$ cat config.mk
export PLATFORM = sky130hd
export DESIGN_NAME = charlieplex_keyscan
export DESIGN_NICKNAME = d
export VERILOG_FILES = /design/src/rtl/charlieplex_pkg.sv /design/src/rtl/sync_2ff.sv /design/src/rtl/charlieplex_keyscan.sv
export SDC_FILE = /design/constraint.sdc
export NUM_CORES = 1
export LEC_CHECK = 0
export CORE_MARGIN = 1.5
export CORE_UTILIZATION = 50
export CTS_CLUSTER_DIAMETER = 150
export CTS_CLUSTER_SIZE = 12
export DETAILED_ROUTE_END_ITERATION = 16
export PLACE_DENSITY = 0.81
export SETUP_SLACK_MARGIN = 0.5
export SLEW_MARGIN = 20
export SYNTH_ARGS = -nofsm -noshare
export SYNTH_HDL_FRONTEND = slang
export SYNTH_SLANG_ARGS = --single-unit
$ cat constraint.sdc
create_clock -name clk -period 7.32 [get_ports clk]
set_clock_uncertainty 0.2 [all_clocks]
set_input_delay 1.83 -clock clk [delete_from_list [all_inputs] [get_ports clk]]
set_output_delay 1.83 -clock clk [all_outputs]
set_load 0.1 [all_outputs]
$ cat src/rtl/charlieplex_pkg.sv
// Shared definitions for the charlieplexed LED driver and key scanner.
package charlieplex_pkg;

  typedef enum logic [1:0] {
    IDLE,
    DRIVE,
    SAMPLE,
    EVAL
  } scan_state_t;

  // Column x drives, row y senses; the diagonal x == y does not exist.
  function automatic int unsigned led_index(input int unsigned x,
                                            input int unsigned y,
                                            input int unsigned pincount);
    return (x > y) ? (pincount - 1) * x + y : (pincount - 1) * x + y - 1;
  endfunction

endpackage

$ cat src/rtl/sync_2ff.sv
// Two-flop synchronizer for asynchronous inputs, parameterized width.
module sync_2ff #(
  parameter int unsigned WIDTH = 1
) (
  input  logic             clk,
  input  logic             rst_n,
  input  logic [WIDTH-1:0] d,
  output logic [WIDTH-1:0] q
);

  logic [WIDTH-1:0] meta;

  always_ff @(posedge clk or negedge rst_n) begin
    if (!rst_n) begin
      meta <= '0;
      q    <= '0;
    end else begin
      meta <= d;
      q    <= meta;
    end
  end

endmodule

$ cat src/rtl/charlieplex_keyscan.sv
// Charlieplexed key matrix scanner: drives one pin at a time, debounces each
// key across frames and reports press/release events over valid/ready.
module charlieplex_keyscan
  import charlieplex_pkg::*;
#(
  parameter int unsigned PINCOUNT       = 4,
  parameter int unsigned SETTLE_CYCLES  = 4,
  parameter int unsigned DEBOUNCE_SCANS = 3,
  localparam int unsigned KEYCOUNT      = PINCOUNT * (PINCOUNT - 1),
  localparam int unsigned INDEXBITS     = $clog2(KEYCOUNT)
) (
  input  logic                 clk,
  input  logic                 rst_n,
  input  logic                 enable,
  input  logic [PINCOUNT-1:0]  pins_in,
  output logic [PINCOUNT-1:0]  out_en,
  output logic [PINCOUNT-1:0]  out_value,
  output logic [KEYCOUNT-1:0]  key_state,
  output logic                 event_valid,
  input  logic                 event_ready,
  output logic [INDEXBITS-1:0] event_key,
  output logic                 event_pressed,
  output logic                 scan_done
);

  localparam int unsigned PW = $clog2(PINCOUNT);
  localparam int unsigned SW = $clog2(SETTLE_CYCLES);
  localparam int unsigned CW = $clog2(DEBOUNCE_SCANS + 1);
  localparam logic [PW-1:0] LAST_PIN    = PW'(PINCOUNT - 1);
  localparam logic [SW-1:0] LAST_SETTLE = SW'(SETTLE_CYCLES - 1);
  localparam logic [CW-1:0] THRESH      = CW'(DEBOUNCE_SCANS - 1);

  logic [PINCOUNT-1:0]  pins_sync;
  logic [PINCOUNT-1:0]  sample;
  scan_state_t          state;
  logic [PW-1:0]        d;
  logic [PW-1:0]        y;
  logic [PW-1:0]        next_d;
  logic [SW-1:0]        settle;
  logic [CW-1:0]        cnt [KEYCOUNT];
  logic [INDEXBITS-1:0] k;
  logic                 raw;
  logic                 same;
  logic                 at_thresh;
  logic                 flip;
  logic                 stall;

  sync_2ff #(.WIDTH(PINCOUNT)) u_sync (
    .clk   (clk),
    .rst_n (rst_n),
    .d     (pins_in),
    .q     (pins_sync)
  );

  always_comb begin
    k         = INDEXBITS'(led_index(32'(d), 32'(y), PINCOUNT));
    raw       = sample[y];
    same      = (raw == key_state[k]);
    at_thresh = (cnt[k] >= THRESH);
    flip      = (state == EVAL) && (y != d) && !same && at_thresh;
    // A flip with the event slot still occupied freezes the whole EVAL step.
    stall     = flip && event_valid && !event_ready;
    next_d    = (d == LAST_PIN) ? '0 : d + PW'(1);
  end

  always_ff @(posedge clk or negedge rst_n) begin
    if (!rst_n) begin
      state         <= IDLE;
      d             <= '0;
      y             <= '0;
      settle        <= '0;
      sample        <= '0;
      out_en        <= '0;
      out_value     <= '0;
      key_state     <= '0;
      event_valid   <= 1'b0;
      event_key     <= '0;
      event_pressed <= 1'b0;
      scan_done     <= 1'b0;
      for (int unsigned i = 0; i < KEYCOUNT; i++) cnt[i] <= '0;
    end else begin
      scan_done <= 1'b0;
      if (event_valid && event_ready) event_valid <= 1'b0;

      if (!enable) begin
        state     <= IDLE;
        out_en    <= '0;
        out_value <= '0;
      end else begin
        case (state)
          IDLE: begin
            state     <= DRIVE;
            d         <= '0;
            settle    <= '0;
            out_en    <= PINCOUNT'(1);
            out_value <= PINCOUNT'(1);
          end
          DRIVE: begin
            if (settle == LAST_SETTLE) state <= SAMPLE;
            else settle <= settle + SW'(1);
          end
          SAMPLE: begin
            sample    <= pins_sync;
            y         <= '0;
            state     <= EVAL;
            out_en    <= '0;
            out_value <= '0;
          end
          EVAL: begin
            if (!stall) begin
              if (y != d) begin
                if (same) begin
                  cnt[k] <= '0;
                end else if (!at_thresh) begin
                  cnt[k] <= cnt[k] + CW'(1);
                end else begin
                  key_state[k]  <= raw;
                  cnt[k]        <= '0;
                  event_key     <= k;
                  event_pressed <= raw;
                  event_valid   <= 1'b1;
                end
              end
              if (y == LAST_PIN) begin
                d         <= next_d;
                scan_done <= (d == LAST_PIN);
                settle    <= '0;
                state     <= DRIVE;
                out_en    <= PINCOUNT'(1) << next_d;
                out_value <= PINCOUNT'(1) << next_d;
              end else begin
                y <= y + PW'(1);
              end
            end
          end
          default: state <= IDLE;
        endcase
      end
    end
  end

endmodule

# [Word-level counts from Yosys, hierarchy flattened]
# Cells that the tools add are included.
[totals] regBits=67 inputBits=8
[classes] n_lt_le_gt_ge=7 multipliers=1 n_mux=47 eq_ne=16 n_addsub=6 shifts=1 bitwise_logic=5 n_reduce_logical=22
[ops] operator="$mux 24" count=2
[ops] operator="$mux 2" count=15
[ops] operator="$and 24x24->24" count=1
[ops] operator="$bwmux 24" count=1
[ops] operator="$not 24->24" count=1
[ops] operator="$mux 4" count=4
[ops] operator="$mux 1" count=14
[ops] operator="$bwmux 12" count=1
[ops] operator="$pmux 4 s3" count=1
[ops] operator="$reduce_and 4->1" count=3
[ops] operator="$eq 2x2->1 const B" count=5
[ops] operator="$add 2x1->2 const B" count=4
[ops] operator="$bmux 2 s4" count=1
[ops] operator="$demux 2 s4" count=1
[ops] operator="$logic_and 1x1->1" count=8
[ops] operator="$pmux 2 s2" count=2
[ops] operator="$pmux 2 s4" count=1
[ops] operator="$ne 2x2->1 const B" count=3
[ops] operator="$ne 3x3->1 const B" count=2
[ops] operator="$pmux 2 s3" count=1
[ops] operator="$reduce_and 3->1" count=2
[ops] operator="$reduce_and 6->1" count=1
[ops] operator="$ge 5x5->1 const B" count=1
[ops] operator="$lt 4x5->1 const B" count=1
[ops] operator="26 further kinds" count=29

# [Depth between registers and ports, before layout]
[logic_depth] depth_word=15 depth_mapped=14

# [Hierarchy]
# Synthesis repeated with hierarchy kept, for this count alone.
[hier_totals] cells_unflattened=374 hier_area_um2=3836.2
[by_module_without_submodules] module="charlieplex_keyscan" cells_each=366 n_inst=1 area_per_inst_um2=3636.0
[by_module_without_submodules] module="sync_2ff" cells_each=8 n_inst=1 area_per_inst_um2=200.2

# [Worst setup path after synthesis]
# No wires, ideal clock.
[synth_path] path_type="flip-flop to flip-flop" from="register d[0]" to="register key_state[11]" stages_incl_launch_ff=13 period_less_slack_ps=4120 required_ps=6994 setup_slack_ps=3200 arrival_time_ps=3795 n_path_buf=1 setup_ps=126 path_cell_list="dfrtp_1 > fa_1 > ha_1 > fa_1 > nor2_1 > a31oi_1 > nor4_2 > o211ai_1 > a31oi_1 > nand3_2 > buf_2 > nor4_1 > mux2_2"
[synth_via] elab_chain_cells=14 word_cells_on_any_way=29 classes_between="2 x add/sub; 1 x mul; 4 x order compare; 2 x eq/ne; 9 x mux; 3 x bitwise; 8 x reduce/logical"
[synth_lines] element="start: declaration" line="charlieplex_keyscan.sv:36" rtl="logic [PW-1:0] d;"
[synth_lines] element="start signal: assignment" line="charlieplex_keyscan.sv:125" rtl="d <= next_d;"
[synth_lines] element="$mul 2x2->4" line="charlieplex_pkg.sv:15" rtl="return (x > y) ? (pincount - 1) * x + y : (pincount - 1) * x + y - 1;"
[synth_lines] element="$add 4x2->4" line="charlieplex_pkg.sv:15"
[synth_lines] element="$sub 4x1->4" line="charlieplex_pkg.sv:15"
[synth_lines] element="$mux 4" line="charlieplex_pkg.sv:15"
[synth_lines] element="$not 4->5 (not written as such) / $bmux 1 s4 (equally long branches)" line="charlieplex_keyscan.sv:59, charlieplex_keyscan.sv:58"
[synth_lines] element="$bmux 2 s4 / $mux 1 (equally long branches)" line="charlieplex_keyscan.sv:59, charlieplex_keyscan.sv:58"
[synth_lines] element="$mux 2 (not written as such) / $eq 1x1->1 (equally long branches)" line="charlieplex_keyscan.sv:59, charlieplex_keyscan.sv:58"
[synth_lines] element="$mux 2 (not written as such) / $logic_not 1->1 (equally long branches)" line="charlieplex_keyscan.sv:59, charlieplex_keyscan.sv:60"
[synth_lines] element="$ge 2x2->1 / $logic_and 1x1->1 (equally long branches)" line="charlieplex_keyscan.sv:59, charlieplex_keyscan.sv:60"
[synth_lines] element="$logic_and 1x1->1" line="charlieplex_keyscan.sv:60" rtl="flip = (state == EVAL) && (y != d) && !same && at_thresh;"
[synth_lines] element="$logic_and 1x1->1 (2 in a row)" line="charlieplex_keyscan.sv:62" rtl="stall = flip && event_valid && !event_ready;"
[synth_lines] element="$not 1->1 (no line)"
[synth_lines] element="$reduce_and 6->1 (no line)"
[synth_lines] element="end signal: indexed assignment" line="charlieplex_keyscan.sv:117" rtl="key_state[k] <= raw;"
[synth_lines] element="end: declaration" line="charlieplex_keyscan.sv:18" rtl="output logic [KEYCOUNT-1:0] key_state,"
# Several ways; a longest one is shown, not always the timed one. The select of a mux whose other input is x is not followed.
# A chain may end at the register's enable or synchronous reset.

# [Worst setup path after layout]
[layout_path] from="register d[1]" to="register key_state[11]"
# Same word-level chain as after synthesis.

==> flow_metrics.py <==
metrics = {
    "global_routing": {
        "grt_pass1_wl_mm": 15.8,
        "grt_overflow": 0,
        "grt_pass1_vias": 3101,
        "antenna_found_initial": 0,
        "use_met1": 0.320,
        "grt_use_met3": 0.0369,
        "grt_max_degree": 68,
        "globalRouteTotalUtil": 0.240,
        "grt_most_used_layer": "met2",
        "met2_usage": 0.384,
    },
    "hold_path": {
        "hold_start": "u_sync.meta[0]$_DFF_PN0_",
        "hold_path_end": "u_sync.q[0]$_DFF_PN0_",
        "hp-class": "reg -> reg",
        "holdPathStages": 0,
    },
    "routing": {
        "drtIter0Drc": 357,
        "post_drt_wl_per_cell_um": 18.8,
        "drt-total-wl_mm": 9.47,
        "dr.pass1.iters": 6,
        "postRouteAntennaNets": 0,
        "via_per_inst": 6.32,
        "num_vias": 3186,
        "drcViolationCount": 0,
    },
    "layout": {
        "final_nets": 425,
        "area_growth_pct": 15.0,
        "layoutNonFillerInstCount": 504,
        "fill_cells": 601,
        "drive_above_1_share": 0.195,
        "diodes": 0,
    },
    "place": {
        "post-place-cells": 488,
        "gp_congestion": 0.903,
        "io_buffers": 34,
        "preCtsSetupSlack_ns": 2.25,
        "dp_hpwl_mm": 6.49,
    },
    "clock_network": {
        "clock_latency_ns": 0.36,
        "ctsRootBufferMaster": "clkbuf_8",
        "h-tree-depth": 3,
        "clk_pin_slew_worst_paths_ns": 0.08,
        "cts_tree": "yes",
        "cts_made_buffers": 9,
        "cts_setup_buffers": 0,
        "cts_resized": 0,
        "ctsHoldBuffers": 0,
        "clk_path_buf_depth": 2,
        "cts_sinks": 67,
    },
    "timing": {
        "drv_slew": 0,
        "period_share": 0.710,
        "setup_viol": 0,
        "worst_slack_ns": 2.12,
        "setup_tns_ns": 0,
        "worst_slew_pin_slew_ns": 0.984,
        "hold_violations": 0,
        "slew-limit-headroom": 0.342,
        "fmax_mhz": 192,
        "period_needed_ns": 5.20,
        "rsz0062_at_grt": "no",
    },
    "synthesis": {
        "synth_nets": 399,
        "ys_seq_elements": 67,
        "syn_inst": 374,
        "yosysWarnings": 0,
        "synth.avg_cell_area_um2": 10.4,
        "yosysSeqAreaShare": 0.432,
        "synth_largest_area_cell": "dfrtp_1",
        "syn_area_um2": 3880,
        "yosys_most_used_dff": "dfrtp_1",
        "synth_area_leaders": "dfrtp_1 (43%), mux2_2 (12%), ha_1 (4.8%)",
        "yosysMostFrequentCell": "dfrtp_1",
        "synth_top_cell_area_share": 0.432,
        "synth-edff-count": 0,
        "async_reset_ff_frac": 1.00,
        "synth_common_cells": "dfrtp_1 (67), mux2_2 (43), nand2_1 (41), inv_1 (22), ha_1 (15)",
        "synthDistinctLibCells": 62,
    },
    "setup_path": {
        "cp.required_ns": 7.37,
        "r2r-start": "d[1]$_DFFE_PN0P_",
        "critPathCaptureType": "register",
        "cp_data_arrival_time_ns": 5.25,
        "crit_path_max_fanout": 28,
        "r2r-end": "key_state[11]$_DFFE_PN0P_",
        "crit_type": "reg -> reg",
        "cp-start-kind": "register",
        "r2r_cells": 11,
        "r2r_slack_ns": 2.12,
    },
    "die": {
        "io_pins": 35,
        "start_util": 0.527,
        "die_w_um": 91.1,
        "rows": 31,
        "core_area_um2": 7370,
        "dieArea_um2": 8300,
        "die_h_um": 91.1,
    },
    "power_and_ir_drop": {
        "power_density_nw_per_um2": 367,
        "combPwrFrac": 0.529,
        "seqPwrFrac": 0.279,
        "p_int_uw": 858,
        "fin_total_pwr_uw": 1640,
        "p_clk_frac": 0.192,
        "power.switching_uw": 778,
        "ir_drop_v": 0.000232,
        "p_sw_frac": 0.475,
        "power.leakage_uw": 0.00200,
    },
    "run": {
        "max-cap-violations": 0,
    },
    "run_status": {
        "outcome": "finished, final reports clean",
    },
}
[how the worst max path moves through the flow]
| stage | from | endpoint | slack, ns |
|---|---|---|---|
| 6_report | d[1]$_DFFE_PN0P_ | key_state[11]$_DFFE_PN0P_ | 2.12 |
| 5_1_grt | d[1]$_DFFE_PN0P_ | key_state[11]$_DFFE_PN0P_ | 1.79 |
| 3_5_place_dp | d[1]$_DFFE_PN0P_ | key_state[11]$_DFFE_PN0P_ | 2.25 |
| 4_1_cts | d[1]$_DFFE_PN0P_ | key_state[11]$_DFFE_PN0P_ | 2.23 |
| 2_1_floorplan | d[0]$_DFFE_PN0P_ | key_state[11]$_DFFE_PN0P_ | 3.20 |
| 3_3_place_gp | d[1]$_DFFE_PN0P_ | event_key[3]$_DFFE_PN0P_ | 2.51 |
[state kept, by name, indices dropped and copies added (netlist names), 2 cells and up]
name         flops
cnt             24
state            2
u_sync.q         4
y                2
event_key        4
key_state       12
d                2
sample           4
u_sync.meta      4
settle           2
out_value        4
[through the flow]
step                      hold slack, ns  cell area (um^2)  utilization
after global placement             0.133              4260        0.578
after global routing               0.166              4460        0.606
after detailed placement           0.138              4260        0.578
final                              0.153              4460        0.606
after floorplan                    0.131              3880            -
after CTS                          0.159              4460        0.606
[area by class of cell]
type                    instances  area (um^2)  share of cell area
well taps                      99          124              0.0278
inverters                      23         86.3              0.0193
clock inverters                 7         76.3              0.0171
clock buffers                   9          124              0.0278
flip-flops and latches         67         1680               0.376
repair buffers                 38          365              0.0819
multi-input cells             261         2010               0.451
[cells in the final DEF, fill, tap and decap left out, drive strengths merged, types with 3 or more instances in the layout]
master,instances
and3,11
o21ai,15
clkbuf,9
ha,15
nor4,14
o22ai,4
a211oi,5
nand2b,6
a221oi,4
mux2i,6
buf,5
nor2,8
nand2,41
mux2,45
dfrtp,67
clkdlybuf4s50,33
o2111ai,3
nor3b,3
clkinv,3
a311o,3
inv,24
nor3,7
nand4,3
a21oi,8
nand3,13
nor2b,4
o211ai,9
[cell families after synthesis]
group / share of synthesized area
buf+inv: 0.0516
simple gates: 0.165
compound gates: 0.141
fa+ha+maj: 0.0587
flops: 0.432
mux: 0.152
[per-layer routing]
metal  up-vias  share of wire
met5         -              0
met4         0          0.025
met3        22          0.059
met2       138           0.48
met1      1593           0.43
li1       1433              -
[critical path, cell delays in order, from the launching register on]
cell and delay [ns]:
dfrtp_1 0.51, fa_1 0.48, ha_1 0.20, fa_1 0.51, nor2_1 0.23, nand4_1 0.20
a211oi_2 0.69, o21ai_0 0.32, a31oi_1 0.33, nand3_2 0.49, nor4_1 0.54, mux2_2 0.38
[power groups by stage]
stage          registers [uW]  logic [uW]  clock network (uW)
2_1_floorplan             521         569                   0
5_1_grt                   464         925                 335
6_report                  457         865                 314
3_3_place_gp              459         814                   0
3_5_place_dp              463         839                   0
4_1_cts                   456         845                 316
Power figures use the tool's default switching activity.
